--- config.mk ---
export PLATFORM = sky130hd
export DESIGN_NAME = pa_rst_req_ctrl
export DESIGN_NICKNAME = d
export VERILOG_FILES = /design/src/rtl/pa_rst_req_ctrl.sv
export SDC_FILE = /design/constraint.sdc
export NUM_CORES = 1
export LEC_CHECK = 0
export ABC_AREA = 1
export CAP_MARGIN = 20
export CORE_MARGIN = 5
export CORE_UTILIZATION = 40
export DETAILED_ROUTE_END_ITERATION = 16
export DONT_BUFFER_PORTS = 1
export PLACE_DENSITY = 0.5
export SLEW_MARGIN = 20
export SYNTH_ARGS = -nofsm -noshare
export SYNTH_HDL_FRONTEND = slang
export SYNTH_SLANG_ARGS = --single-unit
--- constraint.sdc ---
create_clock -name forever_cpuclk -period 3.6 [get_ports forever_cpuclk]
set_input_delay 0.18 -clock forever_cpuclk [delete_from_list [all_inputs] [get_ports forever_cpuclk]]
set_output_delay 0.18 -clock forever_cpuclk [all_outputs]
set_load 0.005 [all_outputs]
--- src/rtl/pa_rst_req_ctrl.sv ---
// rtl/pa_rst_req_ctrl.sv - outbound CPU reset-request generator
// Arbitrates sw/had/wdt requests into a min-width active-low request with ack/timeout handshake.
module pa_rst_req_ctrl #(
  parameter int REQ_HOLD_CYC = 16,
  parameter int ACK_TIMEOUT  = 1024,
  parameter int CNT_W        = 11
) (
  input  logic       forever_cpuclk,
  input  logic       async_ciu_rst_b,
  input  logic       pad_yy_scan_mode,
  input  logic       sw_rst_req,
  input  logic       wdt_rst_req,
  input  logic       had_rst_req,
  input  logic       soc_rst_ack,
  output logic       rst_req_b,
  output logic [1:0] rst_req_cause,
  output logic       rst_req_busy,
  output logic       rst_req_timeout
);

  localparam logic [1:0] ST_IDLE    = 2'd0;
  localparam logic [1:0] ST_ASSERT  = 2'd1;
  localparam logic [1:0] ST_WAIT    = 2'd2;
  localparam logic [1:0] ST_RELEASE = 2'd3;

  localparam logic [1:0] CAUSE_NONE = 2'b00;
  localparam logic [1:0] CAUSE_SW   = 2'b01;
  localparam logic [1:0] CAUSE_HAD  = 2'b10;
  localparam logic [1:0] CAUSE_WDT  = 2'b11;

  localparam logic [CNT_W-1:0] HOLD_LAST = CNT_W'(REQ_HOLD_CYC - 1);
  localparam logic [CNT_W-1:0] TO_LAST   = CNT_W'(ACK_TIMEOUT - 1);

  logic             had_s1_q, had_s2_q, had_s3_q;
  logic             ack_s1_q, ack_s2_q;
  logic [1:0]       state_q, state_d;
  logic [CNT_W-1:0] cnt_q, cnt_d;
  logic [1:0]       cause_q, cause_d;
  logic             timeout_q, timeout_d;
  logic             req_b_q, req_b_d;
  logic             busy_q, busy_d;
  logic             had_rise, ack_s, req_any;

  assign had_rise = had_s2_q & ~had_s3_q;
  assign ack_s    = ack_s2_q;
  assign req_any  = ~pad_yy_scan_mode & (wdt_rst_req | had_rise | sw_rst_req);

  always_comb begin
    state_d   = state_q;
    cnt_d     = cnt_q;
    cause_d   = cause_q;
    timeout_d = timeout_q;
    case (state_q)
      ST_IDLE: begin
        if (req_any) begin
          if (wdt_rst_req)   cause_d = CAUSE_WDT;
          else if (had_rise) cause_d = CAUSE_HAD;
          else               cause_d = CAUSE_SW;
          timeout_d = 1'b0;
          cnt_d     = '0;
          state_d   = ST_ASSERT;
        end
      end
      ST_ASSERT: begin
        if (cnt_q == HOLD_LAST) begin
          cnt_d   = '0;
          state_d = ST_WAIT;
        end else begin
          cnt_d = cnt_q + 1'b1;
        end
      end
      ST_WAIT: begin
        // an ack arriving on the terminal count still counts as acknowledged
        if (ack_s) begin
          state_d = ST_RELEASE;
        end else if (cnt_q == TO_LAST) begin
          timeout_d = 1'b1;
          cause_d   = CAUSE_NONE;
          state_d   = ST_IDLE;
        end else begin
          cnt_d = cnt_q + 1'b1;
        end
      end
      default: begin
        if (!ack_s) begin
          cause_d = CAUSE_NONE;
          state_d = ST_IDLE;
        end
      end
    endcase
    req_b_d = ~((state_d == ST_ASSERT) || (state_d == ST_WAIT));
    busy_d  = (state_d != ST_IDLE);
  end

  always_ff @(posedge forever_cpuclk or negedge async_ciu_rst_b) begin
    if (!async_ciu_rst_b) begin
      had_s1_q  <= 1'b0;
      had_s2_q  <= 1'b0;
      had_s3_q  <= 1'b0;
      ack_s1_q  <= 1'b0;
      ack_s2_q  <= 1'b0;
      state_q   <= ST_IDLE;
      cnt_q     <= '0;
      cause_q   <= CAUSE_NONE;
      timeout_q <= 1'b0;
      req_b_q   <= 1'b1;
      busy_q    <= 1'b0;
    end else begin
      had_s1_q  <= had_rst_req;
      had_s2_q  <= had_s1_q;
      had_s3_q  <= had_s2_q;
      ack_s1_q  <= soc_rst_ack;
      ack_s2_q  <= ack_s1_q;
      state_q   <= state_d;
      cnt_q     <= cnt_d;
      cause_q   <= cause_d;
      timeout_q <= timeout_d;
      req_b_q   <= req_b_d;
      busy_q    <= busy_d;
    end
  end

  // scan mode must never let a reset request reach the SoC, even mid-flight
  assign rst_req_b       = req_b_q | pad_yy_scan_mode;
  assign rst_req_cause   = cause_q;
  assign rst_req_busy    = busy_q;
  assign rst_req_timeout = timeout_q;

endmodule

==> flow_results.org, run 1 <==
** Clocking
- Counting along the longest clock path gives a buffer depth of 2.
- Number of buffers added for setup after CTS :: 0
- Num CTS Buffers :: 3
- Buffers inserted to repair hold after CTS numbered 4.
- Number of gates resized after cts :: 0
- Register clock-pin slew on the reported worst setup and hold paths :: 140 ps
- TritonCTS built the clock tree.
- In this run the number of H-tree levels came out at 1.
- TritonCTS sink count :: 23
- Master cell of the clock root buffer :: sky130_fd_sc_hd__clkbuf_4
- Latest clock arrival within the worst-skew pair :: 320 ps

** Floorplan
- The initial utilization of the core area, before any placement, comes to approximately 42%.
- The die is 69.72 um tall.
- 12 I/O pins were placed.
- Placement row count :: 21
- The die covers roughly 5000 um^2.
- Placeable Area :: 3390 um^2
- Die width :: ~70 um

** STA
- Hold slack :: 81.10 ps
- The clock arrives with 11.35 ps of skew.
- The final-report max-slew violation count was 0.
- Final number of setup-violating endpoints :: 0
- Max-slew headroom at the worst pin :: 68.50%
- Slew of the pin with the lowest slew margin :: roughly 470 ps
- Adding up every negative setup slack in the final design gives 0 ps.
- The worst path needs 1914 ps of the cycle, external delays included.
- Final-report hold violation count :: 0
- Max Clk Rate :: 0.5225 GHz
- The worst path uses a little over half of the clock period.
- Setup repair after global routing left no endpoint under its margin.

** Power
- The internal portion of the total power is 413.3 uW.
- Overall power consumption after layout is estimated at approximately 680 uW.
- The analysis attributes to net switching a power of 265.6 uW.
- The clock network burns 18.6% of the power.
- Combinational group share of total power :: 33.0%
- Worst IR Drop VDD :: ~270 uV
- Registers are responsible for around 48% of the overall power.
- Net switching is 39.12% of the power.
- Lkg Pwr :: 0.0007863 uW
- Power Density :: 446.2 nW/um^2

** Place
- Number of input and output port buffers inserted :: 0
- Routability congestion estimate :: 0.8221
- Detailed placement ended at an HPWL of ~2400 um.

** Finish
- 0 antenna diodes ended up in the layout.
- Final net count :: 214
- Fill cells :: about 340
- Area used by multi-input combinational logic :: 719.4 um^2
- Synth-to-Final Area Change :: 6.667%
- Share of post-route cells with drive strength above 1 :: 7.500%
- Register cell area after layout :: 576.8 um^2

** Logic synthesis
- Summing the sequential cell areas from Yosys gives about two fifths of the chip area.
- Share of flip-flops with an asynchronous set or reset after synthesis :: 100.0%
- In this run, synthesis produced a sequential element count of 23.
- After synthesis, the largest area contributor takes up 38.60% of total cell area.
- Most common flop cell mapped by yosys :: sky130_fd_sc_hd__dfrtp_1
- Number of enable flip-flop cells after synthesis :: 0
- Count of unique library cells instantiated by Yosys :: 26
- The biggest area contributor in the post-synthesis netlist is sky130_fd_sc_hd__dfrtp_1.
- Ranked by total cell area, the synthesized netlist is headed by sky130_fd_sc_hd__dfrtp_1 (39%), sky130_fd_sc_hd__nand2_1 (18%), sky130_fd_sc_hd__nand3_1 (6.7%).
- Mapped cell area :: roughly 1400 um^2
- Synthesis handed over a netlist of 198 instances.
- Most numerous cell in the Yosys netlist :: sky130_fd_sc_hd__nand2_1
- Synth Net Count :: 211
- Top post-synthesis cells by count :: sky130_fd_sc_hd__nand2_1 (69), sky130_fd_sc_hd__inv_1 (23), sky130_fd_sc_hd__dfrtp_1 (22), sky130_fd_sc_hd__nand3_1 (19), sky130_fd_sc_hd__nor2_1 (13)
- For this run, the number of Yosys warnings is 0.
- Syn avg cell area :: roughly 7 um^2

** Min path
- The path class of the tightest hold or removal check is input pin to flop.

** Status
- Status :: finished clean

** Job
- Number of maximum-capacitance violations :: 0

** Global route
- Vias in the first global route :: ~1100
- The initial antenna violation count was 0.
- For this run, the total global-route usage over all layers was measured as 13.40%.
- GRT Residual Overflow :: 0
- The first global-routing pass estimated 5292 um of wire.
- Entering global routing, the biggest net connects 24 pins.

** Route
- The final route contains ~1200 vias.
- The first detailed-routing pass ran for 4 iterations.
- For this run, design rule violations remaining after detail routing come to 0.
- Iter 0 DRT Violations :: 71
- Using the TritonRoute via totals, the vias-per-cell ratio works out to 4.809.
- The detail route stage leaves a number of antenna-violating nets equal to 0.
- Dividing the detail-routed wire length by the instance count gives 12.50 um.
- Summed over all layers, the routed wires come to about 3100 um.

** Critical path
- The worst setup path is launched from a flop.
- STA puts the critical path data arrival time at about 2100 ps.
- At the worst endpoint, the required time is between 3000 and 4000 ps.
- The worst setup path is of the flop to flop kind.
- Maximum net fanout on the critical path :: 12
- Endpoint type of the worst setup path :: flop
-- flip-flops by register name (all words and copies together) (netlist names) --
register / count
ack_s: 1
had_s1_q: 1
rst_req_busy: 1
req_b_q: 1
rst_req_timeout: 1
had_s2_q: 1
ack_s1_q: 1
had_s3_q: 1
cnt_q: 11
rst_req_cause: 2
state_q: 2
-- worst max-delay path, cell delays in order (launching register included) --
cell and delay [ps]:
sky130_fd_sc_hd__dfrtp_1 420, sky130_fd_sc_hd__inv_1 110, sky130_fd_sc_hd__ha_1 330, sky130_fd_sc_hd__nand2_1 120
sky130_fd_sc_hd__nand2_1 80, sky130_fd_sc_hd__nor2_2 400, sky130_fd_sc_hd__inv_2 190, sky130_fd_sc_hd__nand2_1 100
sky130_fd_sc_hd__nand2_1 60
-- final timing paths --
path                                       from                            to  slack [ps]  depth (start not counted)
setup / recovery           state_q[0]$_DFF_PN0_          cnt_q[9]$_DFFE_PN0P_        1690                          8
hold / removal                      wdt_rst_req  rst_req_cause[0]$_DFFE_PN0P_          80                          2
setup reg to reg           state_q[0]$_DFF_PN0_          cnt_q[9]$_DFFE_PN0P_        1690                          8
hold reg to reg              ack_s1_q$_DFF_PN0_               ack_s$_DFF_PN0_         370                          0
max in group asynchronous       async_ciu_rst_b             req_b_q$_DFF_PN1_        3120                          2
min in group asynchronous       async_ciu_rst_b          cnt_q[7]$_DFFE_PN0P_         260                          2
-- layout make-up --
cell class	instances	share of cell area, %
repair buffers	4	3.289
clock buffers	3	1.480
flip-flops and latches	23	37.91
clock inverters	1	0.3289
inverters	24	5.921
well taps	46	3.783
multi-input cells	145	47.29
-- per-layer routing --
layer  GRT usage [%]  wire [um]  up-vias
li1                -          -      628
met1           18.65       1559      535
met2           21.40       1384       15
met3           1.739         88        5
met4           4.468         43        0
met5               0          0        -
-- cells in the final DEF (no fill, tap or decap) --
master | synthesis | routed
sky130_fd_sc_hd__or2_2 | 2 | 2
sky130_fd_sc_hd__clkinv_2 | 0 | 1
sky130_fd_sc_hd__dlygate4sd3_1 | 0 | 3
sky130_fd_sc_hd__nor2_2 | 2 | 2
sky130_fd_sc_hd__nand3_1 | 19 | 19
sky130_fd_sc_hd__buf_12 | 0 | 1
sky130_fd_sc_hd__o31ai_1 | 1 | 1
sky130_fd_sc_hd__o21bai_1 | 2 | 2
sky130_fd_sc_hd__inv_2 | 1 | 1
sky130_fd_sc_hd__clkbuf_4 | 0 | 3
sky130_fd_sc_hd__nor2_1 | 13 | 13
sky130_fd_sc_hd__a21oi_1 | 7 | 7
sky130_fd_sc_hd__xor2_1 | 3 | 3
sky130_fd_sc_hd__ha_1 | 6 | 6
sky130_fd_sc_hd__o21ai_0 | 8 | 8
sky130_fd_sc_hd__dfstp_2 | 1 | 1
sky130_fd_sc_hd__o2111ai_1 | 1 | 1
sky130_fd_sc_hd__o21ai_1 | 2 | 2
sky130_fd_sc_hd__inv_1 | 23 | 23
sky130_fd_sc_hd__dfrtp_1 | 22 | 22
sky130_fd_sc_hd__nand2_1 | 69 | 69
sky130_fd_sc_hd__nand3b_1 | 2 | 2
sky130_fd_sc_hd__nor3_1 | 2 | 2
sky130_fd_sc_hd__nand2_2 | 2 | 2
sky130_fd_sc_hd__nand4_1 | 2 | 2
sky130_fd_sc_hd__nand4_2 | 1 | 1
sky130_fd_sc_hd__nor2_4 | 1 | 1
-- through the flow --
stage	worst slack (ps)	instance area, um^2	instances	util (%)
after floorplan	1943	1426	198	-
final	1686	1521	246	44.89
after global routing	1456	1521	246	44.89
after CTS	1660	1521	246	44.89
after detailed placement	1692	1444	238	42.60
after global placement	1751	1444	238	42.60
-- power by group through the flow --
stage / clock network, uW / registers [uW] / logic, uW
after floorplan: 0 / 328 / 186
after global placement: 0 / 333 / 214
after detailed placement: 0 / 335 / 218
after CTS: 130 / 329 / 230
after global routing: 138 / 335 / 259
final: 126 / 329 / 224
-- logic make-up after synthesis --
family,Yosys count,share of synthesized area (%)
xor gates and xnor gates,3,1.842
DFF,23,40.44
and+or+nand+nor,115,35.17
AOI/OAI and AO/OA,21,8.158
adders and majority gates,6,5.263
buffers and inverters,30,9.122
Note: power is estimated with default switching activity, not from simulation.
==> inputs of run 2 (changes only) <==
--- a/config.mk
+++ b/config.mk
@@ -11,7 +11,7 @@
 export CORE_UTILIZATION = 40
 export DETAILED_ROUTE_END_ITERATION = 16
 export DONT_BUFFER_PORTS = 1
-export PLACE_DENSITY = 0.5
+export PLACE_DENSITY = 0.52
 export SLEW_MARGIN = 20
 export SYNTH_ARGS = -nofsm -noshare
 export SYNTH_HDL_FRONTEND = slang
==> constraint.sdc (replaced) <==
create_clock -name forever_cpuclk -period 1.63 [get_ports forever_cpuclk]
set_input_delay 0.0815 -clock forever_cpuclk [delete_from_list [all_inputs] [get_ports forever_cpuclk]]
set_output_delay 0.0815 -clock forever_cpuclk [all_outputs]
set_load 0.005 [all_outputs]
==> run 2 against run 1 <==
The run now ends with negative hold slack left; final cell count grew 10%; sequential cell count is the same; die area is the same; critical path depth grew 2; sequential power grew 120%; critical path type unchanged; largest cell class unchanged; largest power group is now combinational logic; highest routed layer unchanged.
==> flow_results.org, run 2 (synthesis results as in run 1) <==
** Finish
- Share of post-route cells with drive strength above 1 :: 26.22% (was 7.500%)
- Total inserted antenna cells :: 0 (unchanged)
- The count of nets after finishing is 239 (was 214).
- Synth-to-Final Area Change :: 26.67% (was 6.667%)
- Number of flip-flops in the largest register :: 11 (unchanged)
- The post-route core utilization was 53.30% (was 44.89%).
- Area used by multi-input combinational logic :: 812.0 um^2 (was 719.4 um^2)
- The most common cell after layout, fill and taps aside was sky130_fd_sc_hd__nand2_1 (unchanged).
- Register ranked first by flip-flop count :: cnt_q (unchanged)
- Leading cell types in the layout, fill and taps excluded :: sky130_fd_sc_hd__nand2_1 (63), sky130_fd_sc_hd__buf_4 (25), sky130_fd_sc_hd__inv_1 (21), sky130_fd_sc_hd__dfrtp_1 (18), sky130_fd_sc_hd__nand3_1 (17) (was sky130_fd_sc_hd__nand2_1 (69), sky130_fd_sc_hd__inv_1 (23), sky130_fd_sc_hd__dfrtp_1 (22), sky130_fd_sc_hd__nand3_1 (19), sky130_fd_sc_hd__nor2_1 (13))
- The storage element area was 581.8 um^2 (was 576.8 um^2).
- The number of fill cells in the layout was 317 (was 344).

** Global route
- The maximum number of pins on one net before global-route repair was 24 (unchanged).
- The first-pass GRT wire length came to 5796 um (was 5292 um).
- The number of global-route vias before repair was 1280 (was 1142).
- Antenna violations before repair :: 0 (unchanged)
- The aggregate global-route resource usage came to 14.48% (was 13.40%).
- GRT Residual Overflow :: 0 (unchanged)

** Critical path
- Arrival time at the worst endpoint :: 1900 ps (was 2130 ps)
- The slowest library cell on the worst path was sky130_fd_sc_hd__dfrtp_1 (unchanged).
- Reg2reg start :: cnt_q[1]$_DFFE_PN0P_ (was state_q[0]$_DFF_PN0_)
- The gate family responsible for the most delay along the worst path is simple AND/OR/NAND/NOR gates (unchanged).
- The launch point of the worst path is cnt_q[1]$_DFFE_PN0P_ (was state_q[0]$_DFF_PN0_).
- Maximum net fanout on the critical path :: 6 (was 12)
- The kind of end point of the critical path is a flop (unchanged).
- The number of cells on the worst reg-to-reg path came to 10 (was 8).
- The critical path capture point was cnt_q[3]$_DFFE_PN0P_ (was cnt_q[9]$_DFFE_PN0P_).
- Register-to-register setup slack :: 3 ps (was 1690 ps)
- Critical Path Source Type :: flop (unchanged)
- CP Depth :: 10 (was 8)
- Endpoint of the lowest-slack register-to-register path :: cnt_q[3]$_DFFE_PN0P_ (was cnt_q[9]$_DFFE_PN0P_)
- Delay of the slowest cell on the worst path :: 440 ps (was 420 ps)
- Worst Path Buf+Inv :: 2 (unchanged)
- Critical setup path kind :: flop to flop (unchanged)
- Required time at the worst-slack endpoint :: 1900 ps (was 3820 ps)
- Chain of cells forming the critical path :: ha_4 -> nand2_4 -> nor2_4 -> buf_4 -> nand4_1 -> nand2_1 -> nor2_4 -> buf_4 -> nand3_1 -> nand2_1 (was inv_1 -> ha_1 -> nand2_1 -> nand2_1 -> nor2_2 -> inv_2 -> nand2_1 -> nand2_1)

** Clocking
- TritonCTS sink count :: 23 (unchanged)
- Latest clock arrival within the worst-skew pair :: 320 ps (about the same)
- CTS tree :: done (unchanged)
- The H-tree depth reported by CTS was 1 (unchanged).
- Maximum count of clock buffers along a single path :: 2 (unchanged)
- Num CTS Buffers :: 3 (unchanged)
- The clock transition time at the flip-flop clock pins of the worst setup and hold paths is 140 ps (about the same).
- The root buffer cell was sky130_fd_sc_hd__clkbuf_4 (unchanged).

** Power
- The cell internal power dissipation was 1068 uW (was 413.3 uW).
- Lkg Pwr :: 0.0009213 uW (was 0.0007863 uW)
- The power per cell area is 961.5 nW/um^2 (was 446.2 nW/um^2).
- The net switching component of the power was 669.3 uW (was 265.6 uW).
- The maximum vdd ir drop is 427.9 uV (was 267.6 uV).
- Share of power burned in the clock network :: 16.1% (was 18.6%)
- Combinational group share of total power :: 42.4% (was 33.0%)
- The register share of total power came to 41.5% (was 48.4%).
- Switching Fraction :: 38.53% (was 39.12%)
- The post-route total power came to 1737 uW (was 678.9 uW).

** Floorplan
- Vertical die dimension :: 69.72 um (unchanged)
- The number of placement rows was 21 (unchanged).
- Die width :: 69.72 um (unchanged)
- Placeable Area :: 3390 um^2 (unchanged)
- The number of primary I/O pins is 12 (unchanged).
- The floorplan die area was 4860 um^2 (unchanged).
- Initial standard-cell utilization of the core :: 42.08% (unchanged)

** STA
- Setup repair after global routing missed its margin: true (was false).
- Max Clk Rate :: 0.6148 GHz (was 0.5225 GHz)
- The pin slew with the least headroom to its limit is 326.6 ps (was 472.0 ps).
- The final-report max-slew violation count was 0 (unchanged).
- The number of setup violations in the final report is 0 (unchanged).
- The total negative setup slack was 0 ps (unchanged).
- Final critical delay including setup and external delays :: 1627 ps (was 1914 ps)
- The share of the cycle needed by the critical path after routing is 99.79% (was 53.17%).
- The final count of hold timing violations came to 1 (was 0).
- Setup clock skew after layout :: 9.865 ps (was 11.35 ps)
- The relative max-transition margin is 78.23% (was 68.50%).
- Hold slack :: -4.867 ps (was 81.10 ps)

** Place
- Routability congestion estimate :: 0.8578 (was 0.8221)
- Number of input and output port buffers inserted :: 0 (unchanged)
- The post-detailed-placement half-perimeter wirelength came to 2441 um (was 2392 um).

** Job
- Number of maximum-capacitance violations :: 0 (unchanged)

** Route
- First-pass DRT Iterations :: 4 (unchanged)
- Average vias per placed instance :: 4.860 (was 4.809)
- The final routed wirelength across all metal layers was 3300 um (was 3076 um).
- Routed via count :: 1317 (was 1183)
- Count of nets left with antenna violations after detail routing :: 0 (unchanged)
- The average wire per cell in the routed design is 12.18 um (was 12.50 um).
- DRC Markers :: 0 (unchanged)
- The violation count after the first detailed-routing iteration came to 110 (was 71).

** Status
- Status :: finished, violations left (was finished clean)
- Violations in the final reports :: negative hold slack

** Min path
- Class of the tightest hold or removal check :: input pin to flop (unchanged)
run 2: changes by cell type in the layout (fill, tap and decap cells not counted), moves of 3 or more:
cell | before | now
sky130_fd_sc_hd__ha_4 | 0 | 3
sky130_fd_sc_hd__buf_4 | 0 | 25
sky130_fd_sc_hd__nand2_2 | 2 | 7
sky130_fd_sc_hd__dfrtp_1 | 22 | 18
sky130_fd_sc_hd__ha_1 | 6 | 3
sky130_fd_sc_hd__dfrtp_2 | 0 | 4
sky130_fd_sc_hd__nand2_1 | 69 | 63
run 2: final cells by class:
class | instances | share of cell area (%)
Multi-Input combinational cell | 145 | 44.94
Tap cell | 46 | 3.186
Clock buffer | 3 | 1.247
Sequential cell | 23 | 32.20
Timing Repair Buffer | 29 | 13.16
Inverter | 24 | 4.986
Clock inverter | 1 | 0.2770
run 2: how the worst min path moves through the flow:
stage	slack (ps)	startpoint	endpoint	cells after the start
after floorplan	-210	async_ciu_rst_b	ack_s$_DFF_PN0_	0
after global placement	-210	async_ciu_rst_b	cnt_q[4]$_DFFE_PN0P_	0
after detailed placement	-210	async_ciu_rst_b	cnt_q[4]$_DFFE_PN0P_	0
after CTS	10	wdt_rst_req	rst_req_cause[1]$_DFFE_PN0P_	4
after global routing	30	wdt_rst_req	rst_req_cause[1]$_DFFE_PN0P_	4
final	-5	wdt_rst_req	rst_req_cause[0]$_DFFE_PN0P_	2
run 2: through the flow:
step                      area, um^2  instances  setup slack, ps
after floorplan                 1428        198            66.74
after global placement          1579        256           -3.547
after detailed placement        1579        256           -21.85
after CTS                       1674        265           -18.07
after global routing            1807        271           -69.25
final                           1807        271            3.436
run 2: timing repair:
action / CTS / global route
buffers inserted: 1 / 6
hold endpoints to repair: 25 / 0
hold buffers: 4 / 0
endpoints found under the setup margin: 7 / 15
pin swaps: 1 / 8
gates resized for setup: 3 / 25
run 2: worst reg2reg max path, delay by kind of cell, from the launching register on:
kind,cells,cell delay [ps]
and+or+nand+nor,7,660
adders and majority gates,1,190
buffers and inverters,2,300
DFF,1,440
run 2: layer usage:
layer  track usage (%)  wire, um  vias to the layer above
li1                  -         -                      683
met1             20.23      1530                      590
met2             22.56      1531                       39
met3             2.319       194                        5
met4             5.106        44                        0
met5                 0         0                        -
run 2: power by group through the flow:
stage | clock network [uW] | registers, uW | logic [uW]
2_1_floorplan | 0 | 724 | 410
3_3_place_gp | 0 | 722 | 591
3_5_place_dp | 0 | 724 | 596
4_1_cts | 287 | 712 | 634
5_1_grt | 319 | 735 | 860
6_report | 279 | 721 | 737
==> inputs of run 3 (changes only) <==
--- a/config.mk
+++ b/config.mk
@@ -7,11 +7,14 @@
 export LEC_CHECK = 0
 export ABC_AREA = 1
 export CAP_MARGIN = 20
+export CELL_PAD_IN_SITES_DETAIL_PLACEMENT = 0
+export CELL_PAD_IN_SITES_GLOBAL_PLACEMENT = 2
 export CORE_MARGIN = 5
-export CORE_UTILIZATION = 40
+export CORE_UTILIZATION = 32
 export DETAILED_ROUTE_END_ITERATION = 16
 export DONT_BUFFER_PORTS = 1
-export PLACE_DENSITY = 0.52
+export HOLD_SLACK_MARGIN = 0.05
+export PLACE_DENSITY = 0.7
 export SLEW_MARGIN = 20
 export SYNTH_ARGS = -nofsm -noshare
 export SYNTH_HDL_FRONTEND = slang
==> run 3 against run 2 <==
The flow now finishes without violations; cell area rose by 6.0%; global-route usage shrank 2.1 points; setup slack improved by 23 ps; count of clock-buffer cells in the layout rose by 1; register-to-register slack improved by 20 ps; clock power up 30%; sequential cell count stayed put; core utilization fell by 9.3 points; sequential share of layout area decreased by 2.0 points; routed wire length increased by 9.7%; critical endpoint is now cnt_q[9]$_DFFE_PN0P_; largest power group unchanged.
==> flow_results.org, run 3 (synthesis results as in run 1) <==
** Status
- Status :: finished clean (was finished, violations left)

** Global route
- The first-pass GRT wire length was 5975 um (was 5796 um).
- The aggregate global-route resource usage is 12.34% (was 14.48%).
- Antenna violations before repair :: 0 (unchanged)
- Vias in the first global route :: 1212 (was 1280)
- Pin count of the biggest net entering global routing :: 24 (unchanged)
- The sum of overflow across all layers after global routing is 0 (unchanged).

** Route
- DRC Markers :: 0 (unchanged)
- Routed via count :: 1342 (was 1317)
- Average routed wire per standard cell :: 12.79 um (was 12.18 um)
- The average vias per placed instance is 4.742 (was 4.860).
- The post-route antenna net violation count was 0 (unchanged).
- Iter 0 DRT Violations :: 42 (was 110)
- First-pass DRT Iterations :: 4 (unchanged)
- Final WL :: 3620 um (was 3300 um)

** Clocking
- The root buffer cell is sky130_fd_sc_hd__clkbuf_8 (was sky130_fd_sc_hd__clkbuf_4).
- Register clock-pin slew on the reported worst setup and hold paths :: 90 ps (was 140 ps)
- The clock insertion delay at the later pin of the skew report came to 260 ps (was 320 ps).
- The deepest clock path buffer count is 2 (unchanged).
- The number of CTS-inserted buffers came to 3 (unchanged).
- The H-tree depth reported by CTS was 1 (unchanged).
- The TritonCTS clock tree is done (unchanged).
- TritonCTS sink count :: 23 (unchanged)

** Critical path
- The minimum setup slack among reg-to-reg paths came to 30 ps (was 3 ps).
- Reg2reg start :: state_q[1]$_DFF_PN0_ (was cnt_q[1]$_DFFE_PN0P_)
- The category of the most critical setup path is flop to flop (unchanged).
- Endpoint type of the worst setup path :: flop (unchanged)
- Critical Path Source Type :: flop (unchanged)
- Maximum net fanout on the critical path :: 4 (was 6)
- The launch point of the worst path is state_q[1]$_DFF_PN0_ (was cnt_q[1]$_DFFE_PN0P_).
- Required time at the worst-slack endpoint :: 1840 ps (was 1900 ps)
- The data arrival time of the critical path came to 1810 ps (was 1900 ps).

** Finish
- The most common cell after layout, fill and taps aside is sky130_fd_sc_hd__nand2_1 (unchanged).
- Share of post-route cells with drive strength above 1 :: 29.87% (was 26.22%)
- Fill cells :: 432 (was 317)
- The area added between synthesis and finish was 34.21% (was 26.67%).
- Number of flip-flops in the largest register :: 11 (unchanged)
- The area occupied by multi-input gates was 840.8 um^2 (was 812.0 um^2).
- The register containing the most flip-flops in the final layout is cnt_q (unchanged).
- The count of placed standard cells in the final layout, fillers left out came to 283 (was 271).
- The count of nets after finishing was 245 (was 239).
- Register cell area after layout :: 578.1 um^2 (was 581.8 um^2)
- Leading cell types in the layout, fill and taps excluded: sky130_fd_sc_hd__nand2_1 (61), sky130_fd_sc_hd__buf_4 (28), sky130_fd_sc_hd__inv_1 (22), sky130_fd_sc_hd__dfrtp_1 (21), sky130_fd_sc_hd__nand3_1 (12) (was sky130_fd_sc_hd__nand2_1 (63), sky130_fd_sc_hd__buf_4 (25), sky130_fd_sc_hd__inv_1 (21), sky130_fd_sc_hd__dfrtp_1 (18), sky130_fd_sc_hd__nand3_1 (17)).
- The number of antenna diodes came to 0 (unchanged).

** Power
- The post-route total power came to 1885 uW (was 1737 uW).
- The maximum vdd ir drop is 502.3 uV (was 427.9 uV).
- Lkg Pwr :: 0.0009750 uW (was 0.0009213 uW)
- The power per cell area was 984.7 nW/um^2 (was 961.5 nW/um^2).

** STA
- Final critical delay including setup and external delays :: 1604 ps (was 1627 ps)
- Max-slew headroom at the worst pin :: 81.83% (was 78.23%)
- Final number of setup-violating endpoints :: 0 (unchanged)
- The highest achievable clock rate was 0.6235 GHz (was 0.6148 GHz).
- The pin slew with the least headroom to its limit was 272.6 ps (was 326.6 ps).
- Setup repair after global routing missed its margin :: true (unchanged)
- The final-report max-slew violation count came to 0 (unchanged).
- Final cycle utilization of the critical path :: 98.39% (was 99.79%)
- The total negative setup slack came to 0 ps (unchanged).
- Final-report hold violation count :: 0 (was 1)
- Setup clock skew after layout :: 4.529 ps (was 9.865 ps)

** Place
- The quantity of I/O buffers inserted on ports is 0 (unchanged).
- Final HPWL DP :: 2724 um (was 2441 um)
- Routability congestion estimate :: 0.8077 (was 0.8578)
- The count of placed standard cells including taps was 269 (was 256).

** Floorplan
- Die Footprint :: 5893 um^2 (was 4860 um^2)
- Placeable Area :: 4354 um^2 (was 3390 um^2)
- The number of primary I/O pins was 12 (unchanged).
- The width of the die was 76.77 um (was 69.72 um).
- The die span in y was 76.77 um (was 69.72 um).
- The number of placement rows was 24 (was 21).
- Initial standard-cell utilization of the core :: 32.76% (was 42.08%)

** Min path
- The worst min-delay path startpoint is wdt_rst_req (unchanged).
- The classification of the worst-slack hold path was input pin to flop (unchanged).

** Job
- The max-cap violation count was 0 (unchanged).
==> run 3: cell count changes in the layout (fill, tap and decap cells not counted), moves of 3 or more <==
cell / delta
sky130_fd_sc_hd__nand3_1: -5
sky130_fd_sc_hd__nand3_2: +5
sky130_fd_sc_hd__dfrtp_1: +3
sky130_fd_sc_hd__dfrtp_2: -3
sky130_fd_sc_hd__buf_4: +3
sky130_fd_sc_hd__clkbuf_4: -3
sky130_fd_sc_hd__clkbuf_8: +3
sky130_fd_sc_hd__o21ai_1: -3
==> run 3: final cells by class <==
cell class | count | area share, %
clock buffers | 4 | 2.353
well taps | 52 | 3.399
multi-input cells | 145 | 43.92
inverters | 24 | 4.837
flip-flops and latches | 23 | 30.20
repair buffers | 35 | 15.29
==> run 3: power breakdown <==
| group | internal (uW) | switching [uW] | total (uW) |
|---|---|---|---|
| Sequential | 666 | 54.6 | 720 |
| Clock | 175 | 188 | 362 |
| Combinational | 338 | 464 | 802 |
==> run 3: through the flow <==
stage	util, %	area (um^2)	hold WS, ps	worst slack [ps]
2_1_floorplan	-	1428	-214.1	66.74
3_3_place_gp	37.64	1639	-213.3	30.53
3_5_place_dp	37.64	1639	-213.2	-25.08
4_1_cts	40.98	1784	58.95	-0.7028
5_1_grt	43.97	1914	71.39	-88.29
6_report	43.97	1914	62.50	26.24
==> run 3: timing repair <==
item	in CTS	in global routing
gates resized for setup	7	27
cloned	0	0
endpoints found under the setup margin	2	15
setup buffers	2	3
pin swaps	4	13
hold buffers	5	0
endpoints found under the hold margin	26	0
==> run 3: path summary, 6_finish.rpt <==
check,depth (start not counted),endpoint
max,8,cnt_q[9]$_DFFE_PN0P_
min,4,rst_req_cause[1]$_DFFE_PN0P_
max reg2reg,8,cnt_q[9]$_DFFE_PN0P_
min reg2reg,0,ack_s$_DFF_PN0_
max in group asynchronous,2,req_b_q$_DFF_PN1_
min in group asynchronous,2,cnt_q[5]$_DFFE_PN0P_
==> run 3: critical path: stages (launching register included) <==
cell and delay [ps]:
sky130_fd_sc_hd__dfrtp_1 450, sky130_fd_sc_hd__inv_1 160, sky130_fd_sc_hd__ha_1 230, sky130_fd_sc_hd__nand2_1 110, sky130_fd_sc_hd__buf_4 140, sky130_fd_sc_hd__a21oi_1 170, sky130_fd_sc_hd__buf_4 160, sky130_fd_sc_hd__nand3b_1 70
sky130_fd_sc_hd__nand2_1 60
==> run 3: per-layer routing <==
| metal | wire length, um | track usage (%) | part of all wire (%) |
|---|---|---|---|
| met5 | 0 | 0 | 0 |
| met4 | 18 | 2.098 | 0.50 |
| met3 | 103 | 3.279 | 2.8 |
| met2 | 1704 | 19.10 | 47 |
| met1 | 1793 | 17.40 | 50 |
